**src/rtl/alu_seq_if.sv**
```systemverilog
// Request/result bundle for alu_seq: operands and op in, result, flags and handshake out.
interface alu_seq_if #(parameter int WIDTH = 4);
  logic                 start;
  logic [2:0]           op;
  logic [WIDTH-1:0]     reg0;
  logic [WIDTH-1:0]     reg1;
  logic                 busy;
  logic                 done;
  logic [2*WIDTH-1:0]   ans;
  logic                 carry;
  logic                 zero;
  logic                 overflow;
  logic                 err;

  modport master (
    output start, op, reg0, reg1,
    input  busy, done, ans, carry, zero, overflow, err
  );

  modport slave (
    input  start, op, reg0, reg1,
    output busy, done, ans, carry, zero, overflow, err
  );
endinterface

```
**src/rtl/alu_seq.sv**
```systemverilog
// Registered ALU: single-cycle ADD/SUB/logic ops, WIDTH-cycle shift-add MUL.
// Starts are accepted only in IDLE; results and flags hold until the next done pulse.
module alu_seq #(
  parameter int WIDTH = 4
) (
  input  logic      clk,
  input  logic      rst_n,
  alu_seq_if.slave  bus
);
  localparam int RW = 2 * WIDTH;
  localparam int CW = $clog2(WIDTH + 1);

  localparam logic [2:0] OP_ADD = 3'b000;
  localparam logic [2:0] OP_SUB = 3'b001;
  localparam logic [2:0] OP_AND = 3'b010;
  localparam logic [2:0] OP_OR  = 3'b011;
  localparam logic [2:0] OP_XOR = 3'b100;
  localparam logic [2:0] OP_MUL = 3'b101;

  typedef enum logic {IDLE, MUL} state_t;

  state_t           state, state_nx;
  logic [RW-1:0]    acc, acc_nx;
  logic [RW-1:0]    mcand, mcand_nx;
  logic [WIDTH-1:0] mplier, mplier_nx;
  logic [CW-1:0]    cnt, cnt_nx;
  logic [RW-1:0]    ans, ans_nx;
  logic             carry, carry_nx;
  logic             zero, zero_nx;
  logic             overflow, overflow_nx;
  logic             err, err_nx;
  logic             busy, busy_nx;
  logic             done, done_nx;

  logic [WIDTH:0]   sum;
  logic [WIDTH:0]   diff;
  logic [RW-1:0]    acc_add;

  always_comb begin
    sum     = {1'b0, bus.reg0} + {1'b0, bus.reg1};
    diff    = {1'b0, bus.reg0} + {1'b0, ~bus.reg1} + (WIDTH+1)'(1);
    acc_add = mplier[0] ? (acc + mcand) : acc;
  end

  always_comb begin
    state_nx    = state;
    acc_nx      = acc;
    mcand_nx    = mcand;
    mplier_nx   = mplier;
    cnt_nx      = cnt;
    ans_nx      = ans;
    carry_nx    = carry;
    zero_nx     = zero;
    overflow_nx = overflow;
    err_nx      = err;
    busy_nx     = busy;
    done_nx     = 1'b0;

    case (state)
      IDLE: begin
        if (bus.start) begin
          carry_nx    = 1'b0;
          overflow_nx = 1'b0;
          err_nx      = 1'b0;
          done_nx     = 1'b1;
          case (bus.op)
            OP_ADD: begin
              ans_nx      = {{WIDTH{1'b0}}, sum[WIDTH-1:0]};
              carry_nx    = sum[WIDTH];
              overflow_nx = (bus.reg0[WIDTH-1] == bus.reg1[WIDTH-1]) &&
                            (sum[WIDTH-1] != bus.reg0[WIDTH-1]);
            end
            OP_SUB: begin
              ans_nx      = {{WIDTH{1'b0}}, diff[WIDTH-1:0]};
              carry_nx    = diff[WIDTH];
              overflow_nx = (bus.reg0[WIDTH-1] != bus.reg1[WIDTH-1]) &&
                            (diff[WIDTH-1] != bus.reg0[WIDTH-1]);
            end
            OP_AND: ans_nx = {{WIDTH{1'b0}}, bus.reg0 & bus.reg1};
            OP_OR:  ans_nx = {{WIDTH{1'b0}}, bus.reg0 | bus.reg1};
            OP_XOR: ans_nx = {{WIDTH{1'b0}}, bus.reg0 ^ bus.reg1};
            OP_MUL: begin
              // Flags and result stay untouched until the product lands.
              carry_nx    = carry;
              overflow_nx = overflow;
              err_nx      = err;
              done_nx     = 1'b0;
              state_nx    = MUL;
              busy_nx     = 1'b1;
              acc_nx      = '0;
              cnt_nx      = '0;
              mcand_nx    = {{WIDTH{1'b0}}, bus.reg0};
              mplier_nx   = bus.reg1;
            end
            default: begin
              ans_nx = '0;
              err_nx = 1'b1;
            end
          endcase
        end
      end
      MUL: begin
        acc_nx    = acc_add;
        mcand_nx  = mcand << 1;
        mplier_nx = mplier >> 1;
        cnt_nx    = cnt + CW'(1);
        if (cnt == CW'(WIDTH - 1)) begin
          state_nx    = IDLE;
          busy_nx     = 1'b0;
          done_nx     = 1'b1;
          ans_nx      = acc_add;
          carry_nx    = 1'b0;
          overflow_nx = |acc_add[RW-1:WIDTH];
          err_nx      = 1'b0;
        end
      end
      default: state_nx = IDLE;
    endcase

    if (done_nx) zero_nx = (ans_nx == '0);
  end

  always_ff @(posedge clk or negedge rst_n) begin
    if (!rst_n) begin
      state    <= IDLE;
      acc      <= '0;
      mcand    <= '0;
      mplier   <= '0;
      cnt      <= '0;
      ans      <= '0;
      carry    <= 1'b0;
      zero     <= 1'b0;
      overflow <= 1'b0;
      err      <= 1'b0;
      busy     <= 1'b0;
      done     <= 1'b0;
    end else begin
      state    <= state_nx;
      acc      <= acc_nx;
      mcand    <= mcand_nx;
      mplier   <= mplier_nx;
      cnt      <= cnt_nx;
      ans      <= ans_nx;
      carry    <= carry_nx;
      zero     <= zero_nx;
      overflow <= overflow_nx;
      err      <= err_nx;
      busy     <= busy_nx;
      done     <= done_nx;
    end
  end

  assign bus.ans      = ans;
  assign bus.carry    = carry;
  assign bus.zero     = zero;
  assign bus.overflow = overflow;
  assign bus.err      = err;
  assign bus.busy     = busy;
  assign bus.done     = done;
endmodule

```
**src/flat_wrapper.sv**
```systemverilog
// flat-port wrapper written by rule: the top's interface ports become plain ports
module alu_seq_flat 
#(
  parameter int WIDTH = 4
)
  (clk, rst_n, bus_start, bus_op, bus_reg0, bus_reg1, bus_busy, bus_done, bus_ans, bus_carry, bus_zero, bus_overflow, bus_err);
  alu_seq_if #(.WIDTH(WIDTH)) bus_i ();
  input  logic clk;
  input  logic rst_n;
  input wire logic [$bits(bus_i.start)-1:0] bus_start;
  input wire logic [$bits(bus_i.op)-1:0] bus_op;
  input wire logic [$bits(bus_i.reg0)-1:0] bus_reg0;
  input wire logic [$bits(bus_i.reg1)-1:0] bus_reg1;
  output wire logic [$bits(bus_i.busy)-1:0] bus_busy;
  output wire logic [$bits(bus_i.done)-1:0] bus_done;
  output wire logic [$bits(bus_i.ans)-1:0] bus_ans;
  output wire logic [$bits(bus_i.carry)-1:0] bus_carry;
  output wire logic [$bits(bus_i.zero)-1:0] bus_zero;
  output wire logic [$bits(bus_i.overflow)-1:0] bus_overflow;
  output wire logic [$bits(bus_i.err)-1:0] bus_err;
  assign bus_i.start = bus_start;
  assign bus_i.op = bus_op;
  assign bus_i.reg0 = bus_reg0;
  assign bus_i.reg1 = bus_reg1;
  assign bus_busy = bus_i.busy;
  assign bus_done = bus_i.done;
  assign bus_ans = bus_i.ans;
  assign bus_carry = bus_i.carry;
  assign bus_zero = bus_i.zero;
  assign bus_overflow = bus_i.overflow;
  assign bus_err = bus_i.err;
  alu_seq #(.WIDTH(WIDTH)) u_core (.clk(clk), .rst_n(rst_n), .bus(bus_i));
endmodule
```
**config.mk**
```make
export PLATFORM = sky130hd
export DESIGN_NAME = alu_seq_flat
export DESIGN_NICKNAME = d
export VERILOG_FILES = /design/src/rtl/alu_seq_if.sv /design/src/rtl/alu_seq.sv /design/src/flat_wrapper.sv
export SDC_FILE = /design/constraint.sdc
export NUM_CORES = 1
export LEC_CHECK = 0
export CAP_MARGIN = 20
export CORE_MARGIN = 5
export CORE_UTILIZATION = 53
export CTS_CLUSTER_DIAMETER = 120
export DETAILED_ROUTE_END_ITERATION = 10
export GPL_TIMING_DRIVEN = 0
export PLACE_DENSITY = 0.75
export SYNTH_ARGS = -nofsm -noshare
export SYNTH_HDL_FRONTEND = slang
export SYNTH_SLANG_ARGS = --single-unit
```
**constraint.sdc**
```tcl
create_clock -name clk -period 3.9 [get_ports clk]
set_input_delay 0.78 -clock clk [delete_from_list [all_inputs] [get_ports clk]]
set_output_delay 0.78 -clock clk [all_outputs]
set_load 0.01 [all_outputs]
```
Word level (Yosys, flattened, before mapping)
Cells that the tools add are included.

storage, ports and cells
  register bits after elaboration = 38
  output and inout bits = 14

operators by class
  bitwise gates (word level) = 5
  mux-type cells = 39
  add/subtract/negate cells = 5
  reduce and logical (&&, ||, !) cells = 9
  equal/unequal tests = 14

operators by type and width
  cell                   number
  $mux W8                7
  $pmux W8 S2            3
  $pmux W8 S6            1
  $pmux W1 S2            7
  $mux W1                13
  $add A4 B4 Y5          2
  $eq A3 B2 Y1 const B   3
  $add A8 B8 Y8          1
  $logic_not A8 Y1       1
  $mux W4                2
  $ne A2 B2 Y1 const B   4
  $pmux W4 S2            1
  $eq A3 B3 Y1 const B   2
  $mux W3                2
  $pmux W1 S3            2
  $pmux W3 S2            1
  $reduce_and A3 Y1      2
  $add A5 B1 Y5 const B  1
  $reduce_or A5 Y1       1
  $and A4 B4 Y4          1
  $not A4 Y4             1
  $or A4 B4 Y4           1
  $reduce_or A4 Y1       1
  $xor A4 B4 Y4          1
  8 further kinds        11

Longest topological paths before layout
Gate-level depths: netlist of the first run.

  depth in word-level cells = 8
  mapped depth = 9

Worst setup path before layout of the first run
Ideal clock, no wire load.

  kind = input to register
  start point = input bus_reg1[0]
  end point = register u_core.zero, in the netlist u_core.bus.zero
  arrival time = 2.525 ns
  setup slack = 1.272 ns
  stages = 7
  path buffers = 0
  required time = 3.796 ns
  setup time = 0.104 ns
  path through = ha_1 -> fa_1 -> mux2_1 -> a32oi_1 -> o31ai_1 -> or3_1 -> o41ai_2

on the way
  word-level cells in the longest chain between the ends = 7

RTL lines
  item                    line                source
  start: declaration      flat_wrapper.sv:13  input wire logic [$bits(bus_i.reg1)-1:0] bus_reg1;
  $not A4 Y4              alu_seq.sv:41       diff = {1'b0, bus.reg0} + {1'b0, ~bus.reg1} + (WIDTH+1)'(1);
  $add A4 B4 Y5           alu_seq.sv:41
  $add A5 B1 Y5           alu_seq.sv:41
  $pmux W8 S6 *           alu_seq.sv:66       case (bus.op)
  $mux W8 *               alu_seq.sv:61       if (bus.start) begin
  $pmux W8 S2 *           alu_seq.sv:59       case (state)
  $logic_not A8 Y1 *      alu_seq.sv:120      if (done_nx) zero_nx = (ans_nx == '0);
  end signal: assignment  alu_seq.sv:145      zero <= zero_nx;
  end: declaration        alu_seq.sv:29       logic zero, zero_nx;

Every way passes the cells marked *; elsewhere a longest branch is shown, timed or not.
A chain may end at the register's enable or synchronous reset.

Final worst setup path of the first run
  start point = input bus_reg0[0]
  end point = register u_core.zero, in the netlist u_core.bus.zero

on the way
  word-level cells in the longest chain between the ends = 6

RTL lines
  item                line                source
  start: declaration  flat_wrapper.sv:12  input wire logic [$bits(bus_i.reg0)-1:0] bus_reg0;
  $add A4 B4 Y5       alu_seq.sv:41
  $add A5 B1 Y5       alu_seq.sv:41
  $pmux W8 S6 *       alu_seq.sv:66
  $mux W8 *           alu_seq.sv:61
  $pmux W8 S2 *       alu_seq.sv:59
  $logic_not A8 Y1 *  alu_seq.sv:120

Marked as above.

==> results of run 1 <==
## cell usage in the layout, fill, tap and decap left out, types with 4 or more instances in the layout
cell type,Yosys,routed
inv_1,12,12
dfrtp_1,38,38
nand2_1,38,38
nor2_1,19,19
nor3_1,4,4
buf_4,4,4
a211oi_1,4,4
and2_1,4,4
clkbuf_8,0,5
a31oi_1,4,4
a21o_1,6,6
xnor2_1,6,6
a21oi_1,23,23
nand3_1,9,9
mux2i_1,6,6
clkbuf_1,8,8
nand2b_1,4,4
ha_1,21,21
clkdlybuf4s50_1,0,24
o21ai_0,26,26
buf_6,4,4
## kinds of logic after synthesis
kind of cell,after synthesis,synth area share (%)
AO/OA/AOI/OAI,93,22.68
XOR/XNOR,9,2.977
adder cells (fa/ha/maj),24,12.19
buffers and inverters,32,6.285
flip-flops,38,35.92
multiplexers,8,3.261
AND/OR/NAND/NOR,93,16.68
## sequential cells by signal, indices dropped and copies added, names as in the netlist
signal and count:
u_core.bus.overflow 1, u_core.bus.zero 1, u_core.bus.done 1, u_core.bus.busy 1, u_core.bus.err 1, u_core.bus.ans 8
u_core.mcand 8, u_core.state 1, u_core.cnt 3, u_core.bus.carry 1, u_core.acc 8, u_core.mplier 4
## cells in the mapped netlist, types with 4 or more instances
| master | instances |
|---|---|
| and2_1 | 4 |
| a31oi_1 | 4 |
| buf_4 | 4 |
| nand2b_1 | 4 |
| mux2i_1 | 6 |
| a21oi_1 | 23 |
| xnor2_1 | 6 |
| nand2_1 | 38 |
| clkbuf_1 | 8 |
| nand3_1 | 9 |
| a21o_1 | 6 |
| o21ai_0 | 26 |
| buf_6 | 4 |
| a211oi_1 | 4 |
| dfrtp_1 | 38 |
| nor2_1 | 19 |
| ha_1 | 21 |
| nor3_1 | 4 |
| inv_1 | 12 |
## through the flow
stage | worst slack [ps] | util (%) | hold WS, ps | area (µm²)
floorplan | 1272 | - | 453.3 | 2648
global placement | 551.7 | 62.30 | 458.1 | 2982
detailed placement | 555.5 | 62.20 | 461.5 | 2977
CTS | 859.9 | 65.07 | 484.4 | 3114
global route | 724.4 | 65.07 | 504.6 | 3114
finish | 853.5 | 65.07 | 478.4 | 3114
## where the power goes
part           total [W]  switching (W)  internal [W]
Sequential      0.000655       0.000110      0.000546
Clock           0.000404       0.000148      0.000256
Combinational   0.000959       0.000540      0.000419
Total            0.00202       0.000798       0.00122
## routing by layer
layer  global-route usage (%)  routed length, µm
met5                        0                  0
met4                    5.068                 59
met3                    4.484                377
met2                    33.86               2924
met1                    29.98               2928
## worst register-to-register path: stages, from the launching register on
cell and delay, ps:
dfrtp_1 420, ha_1 250, fa_1 440, a211oi_1 240, o21bai_1 140, and4b_1 220
nor3_1 430, a31oi_1 190, o41ai_2 210
## final cells by class
cell class | count | share of cell area [%]
buffer | 17 | 3.536
clock buffer | 5 | 2.210
clock inverter | 3 | 2.210
inverter | 15 | 1.808
multi-input combinational | 227 | 49.14
sequential | 38 | 30.53
tap | 67 | 2.692
timing repair buffer | 25 | 7.875
## worst max-delay path by stage
stage / from / end / slack, ps
floorplan: bus_reg1[0] / u_core.bus.zero$_DFFE_PN0P_ / 1270
global placement: bus_reg0[0] / u_core.bus.zero$_DFFE_PN0P_ / 550
detailed placement: bus_reg0[0] / u_core.bus.zero$_DFFE_PN0P_ / 560
CTS: bus_reg0[0] / u_core.bus.zero$_DFFE_PN0P_ / 860
global route: bus_reg0[0] / u_core.bus.zero$_DFFE_PN0P_ / 720
finish: bus_reg0[0] / u_core.bus.zero$_DFFE_PN0P_ / 850
==> impl_metrics.ini, run 1 <==
[critical_path]
critPathKind = in2reg
r2r_end = u_core.bus.zero$_DFFE_PN0P_
cp_top_family = compound AO/OA/AOI/OAI gates
path_buf_inv = 2
worstPathRequired_ps = 4100
end_kind = flip-flop
path_depth = 10
r2r-start = u_core.mcand[0]$_DFFE_PN0P_
start_kind = input port
crit_chain = clkdlybuf4s50_1 > inv_1 > ha_1 > fa_1 > xor2_1 > a32oi_1 > o211ai_1 > a221oi_2 > o2111ai_1 > o41ai_2
regToRegSetupSlack_ps = 1270
cpPeakStageDelay_ps = 510
reg2reg_depth = 8
slowest_stage = clkdlybuf4s50_1
path_max_fanout = 3
arrival_ps = 3250

[cts]
path_clk_slew_ps = 80
clockRootBuffer = clkbuf_8
cts_buffers = 5
htreeDepth = 2
cts_tree = yes
clock-sinks = 38
clk_path_buf_depth = 2
post_cts_buffers = 0
hold_buffers = 0
insertion_delay_ps = 300
cts_resized = 0

[pwr]
power_density_nw_per_um2 = 648.1
power.total_w = 0.002018
p_leak_nw = 1.419
ir_drop_mv = 0.4079

[sta]
finalHoldViolCount = 0
slew_viol_final = 0
rsz0062_at_grt = false
setup_viol = 0
relSlewSlack_pct = 44.53
clock_skew_ps = 9.519
worst_pin_slew_ps = 832.1
tns_ps = 0
finalCritPeriodShare_pct = 78.12
layout_min_cycle_time_ps = 3046
fmax_mhz = 328.2

[cells_and_area]
nets = 367
fillers = 408
multi_input_area_um2 = 1530
drive_gt1_share_pct = 8.182
stdcell_count = 397
seqCellArea_um2 = 950.9
syn2layout_area_growth_pct = 17.63
num_antenna_cells = 0

[global_route]
grt_remaining_overflow = 0
grt_pass1_wl_um = 10890
grt_max_degree = 39
antenna_found_initial = 0
grt_pass1_vias = 2235
grtUsageTotal_pct = 21.43

[hold_path]
min-delay-start = u_core.bus.ans[1]$_DFF_PN0_
holdPathStages = 1
worstHoldEndpoint = u_core.bus.ans[1]$_DFF_PN0_
hold_class = reg2reg

[place]
gp_congestion = 0.8354
dp_hpwl_um = 4729
portBuffers = 25
dp.cells = 389

[floorplanning]
io_pins = 28
die_area_um2 = 6508
chipWidth_um = 80.68
die_h_um = 80.68
core_um2 = 4786
start_util_pct = 55.32
rows = 25

[yosys]
synth_fp_nets = 335
yosysTopAreaCellShare_pct = 35.92
synth_area_per_cell_um2 = 8.914
synth.distinct_cells = 54
synth_edf_count = 0
synth-async-reset-ratio_pct = 100.0
ys_warn_count = 0
synthFlopType = dfrtp_1
syn_area_um2 = 2648
synthCells = 297
synth.area.top_cells = dfrtp_1 36%, ha_1 9.9%, nand2_1 5.4%
synth.yosys.seq_area_share_pct = 35.92
synth_seq_cells = 38
synth_top_area_cell = dfrtp_1

[job]
max_cap_violations = 0

[route]
totalWireLength_um = 6289
vias_per_cell = 5.746
drt-initial-drc-count = 192
ant_nets = 0
via_count = 2281
drc = 0
wl_per_cell_um = 15.84
drtPass1Iterations = 4

[run_status]
outcome = complete, no violations
Power figures use the tool's default switching activity.
==> run 2: changes to the inputs <==
==> constraint.sdc (replaced) <==
create_clock -name clk -period 3 [get_ports clk]
set_input_delay 0.6 -clock clk [delete_from_list [all_inputs] [get_ports clk]]
set_output_delay 0.6 -clock clk [all_outputs]
set_load 0.01 [all_outputs]
==> results of run 2 <==
The final DEF is identical to that of run 1. Status: complete, no violations.
Main changes from that run: setup slack after placement 555.5 ps -> -164.5 ps; setup slack after layout 853.5 ps -> 133.5 ps; hold slack 478.4 ps -> 400.0 ps; register-to-register setup slack 1270 ps -> 370 ps; total power 0.002018 W -> 0.002624 W; worst IR drop on VDD 0.4079 mV -> 0.5302 mV
==> run 3: changes to the inputs <==
--- a/config.mk
+++ b/config.mk
@@ -7,11 +7,9 @@
 export LEC_CHECK = 0
 export CAP_MARGIN = 20
 export CORE_MARGIN = 5
-export CORE_UTILIZATION = 53
+export CORE_UTILIZATION = 44
 export CTS_CLUSTER_DIAMETER = 120
 export DETAILED_ROUTE_END_ITERATION = 10
-export GPL_TIMING_DRIVEN = 0
-export PLACE_DENSITY = 0.75
 export SYNTH_ARGS = -nofsm -noshare
 export SYNTH_HDL_FRONTEND = slang
 export SYNTH_SLANG_ARGS = --single-unit
==> run 3 against run 2 <==
Maximum frequency increased by 1.9%. Design area increased by 0.84%. Utilization decreased by 12 points. Non-clock buffer count increased by 7. Via count decreased by 2.1%. Routed wire length increased by 0.84%. Clock power decreased by 35%. Critical endpoint unchanged.
==> impl_metrics.ini, run 3 (synthesized netlist as in run 1, its figures left out) <==
[floorplanning]
die_area_um2 = 7669
io_pins = 28
chipWidth_um = 87.57
rows = 28
die_h_um = 87.57
start_util_pct = 44.98
core_um2 = 5886

[route]
m1WireLength_um = 3188
ant_nets = 0
routed-wl-met3_um = 290
via_count = 2232
highest_layer = met4
drtPass1Iterations = 4
wl_per_cell_um = 15.43
totalWireLength_um = 6342
dr_wl_met2_um = 2818
drc = 0
drt-initial-drc-count = 71
vias_per_cell = 5.431

[cts]
clockRootBuffer = clkbuf_8
clock-sinks = 38
htreeDepth = 2
cts_tree = yes
cts_resized = 0
insertion_delay_ps = 300
hold_buffers = 0
clk_path_buf_depth = 2
post_cts_buffers = 0
cts_buffers = 5
path_clk_slew_ps = 80

[critical_path]
cpPeakStageDelay_ps = 510
path_max_fanout = 3
start_kind = input port
end_kind = flip-flop
critPathKind = in2reg
arrival_ps = 3010
r2r_end = u_core.bus.zero$_DFFE_PN0P_
slowest_stage = clkdlybuf4s50_1
worstPathRequired_ps = 3200
r2r-start = u_core.mcand[0]$_DFFE_PN0P_
reg2reg_depth = 8
regToRegSetupSlack_ps = 470
crit_chain = clkdlybuf4s50_1 > ha_1 > fa_1 > mux2_1 > a32oi_1 > o31ai_1 > or3_1 > o41ai_2

[cells_and_area]
drive_gt1_share_pct = 11.61
layout_common_cells = 38 x nand2_1, 38 x dfrtp_1, 26 x o21ai_0, 26 x clkdlybuf4s50_1, 23 x a21oi_1
nets = 374
syn2layout_area_growth_pct = 18.62
largestRegisters = u_core.acc x8, u_core.bus.ans x8, u_core.mcand x8
stdcell_area_um2 = 3141
num_antenna_cells = 0
stdcell_count = 411

[pwr]
p_leak_nw = 1.451
power_density_nw_per_um2 = 770.4
p_int_w = 0.001420
clkPwrFrac_pct = 14.2
p_seq_share_pct = 37.1
p_switching_w = 0.0009996
comb_power_share_pct = 48.8
ir_drop_mv = 0.3777
swShare_pct = 41.31

[place]
pre_cts_slack_ps = -119.3
dp_hpwl_um = 4871
placed_area_um2 = 3062
gp_congestion = 0.8807
portBuffers = 27
dp.cells = 404

[sta]
relSlewSlack_pct = 41.00
setup_slack_ps = 187.2
worst_pin_slew_ps = 884.9
rsz0062_at_grt = false
slew_viol_final = 0
finalCritPeriodShare_pct = 93.76
tns_ps = 0
setup_viol = 0
clock_skew_ps = 8.627
finalHoldViolCount = 0
layout_min_cycle_time_ps = 2813
fmax_mhz = 355.5
timing.hold.ws_ps = 408.6

[hold_path]
hold_class = in2async

[global_route]
grt_remaining_overflow = 0
grt_pass1_vias = 2245
grt_pass1_wl_um = 11180
grt_max_degree = 39
antenna_found_initial = 0
grtUsageTotal_pct = 18.58

[run_status]
outcome = complete, no violations

[job]
max_cap_violations = 0
## run 3: cell count changes in the layout (fill, tap and decap cells not counted), sizes merged
cell / delta
clkbuf: -8
buf: +13
clkinv: +1
bufinv: -2
clkdlybuf4s50: +2
## run 3: worst max-delay path by stage
stage | from | end | slack [ps] | cells after the start
2_1_floorplan | bus_reg1[0] | u_core.bus.zero$_DFFE_PN0P_ | 550 | 7
6_report | bus_reg1[0] | u_core.bus.zero$_DFFE_PN0P_ | 190 | 8
5_1_grt | bus_reg0[0] | u_core.bus.zero$_DFFE_PN0P_ | 30 | 10
3_5_place_dp | bus_reg1[0] | u_core.bus.zero$_DFFE_PN0P_ | -120 | 8
3_3_place_gp | bus_reg0[0] | u_core.bus.zero$_DFFE_PN0P_ | -60 | 10
4_1_cts | bus_reg1[0] | u_core.bus.zero$_DFFE_PN0P_ | 180 | 8
## run 3: critical path: cells and delay by family
kind	cells	cell delay (ps)
simple gates	1	340
buf+inv	1	510
mux	1	310
compound gates	3	580
fa+ha+maj	2	670
## run 3: layout make-up
cell class | count | area (µm²)
clock inverters | 2 | 10.01
fillers | 571 | 2745
clock buffers | 5 | 68.82
well taps | 75 | 93.84
flip-flops and latches | 38 | 950.9
inverters | 15 | 56.30
multi-input cells | 227 | 1530
repair buffers | 49 | 430.4
## run 3: metrics by stage
step	utilization [%]	power (W)
floorplan	-	0.001665
global placement	52.02	0.002073
detailed placement	52.02	0.002088
CTS	53.36	0.002431
global route	53.36	0.002638
finish	53.36	0.002420
## run 3: power by group through the flow
stage	Combinational [W]	Sequential, W	Clock, W
after floorplan	0.000803	0.000862	0
after global placement	0.00117	0.000902	0
after detailed placement	0.00118	0.000905	0
after CTS	0.00119	0.000898	0.000347
after global routing	0.00134	0.000928	0.000370
final	0.00118	0.000897	0.000343
## run 3: routing by layer
metal / vias up / GRT usage, %
met5: - / 0
met4: 0 / 4.184
met3: 5 / 4.327
met2: 44 / 28.97
met1: 1047 / 26.36
li1: 1136 / -
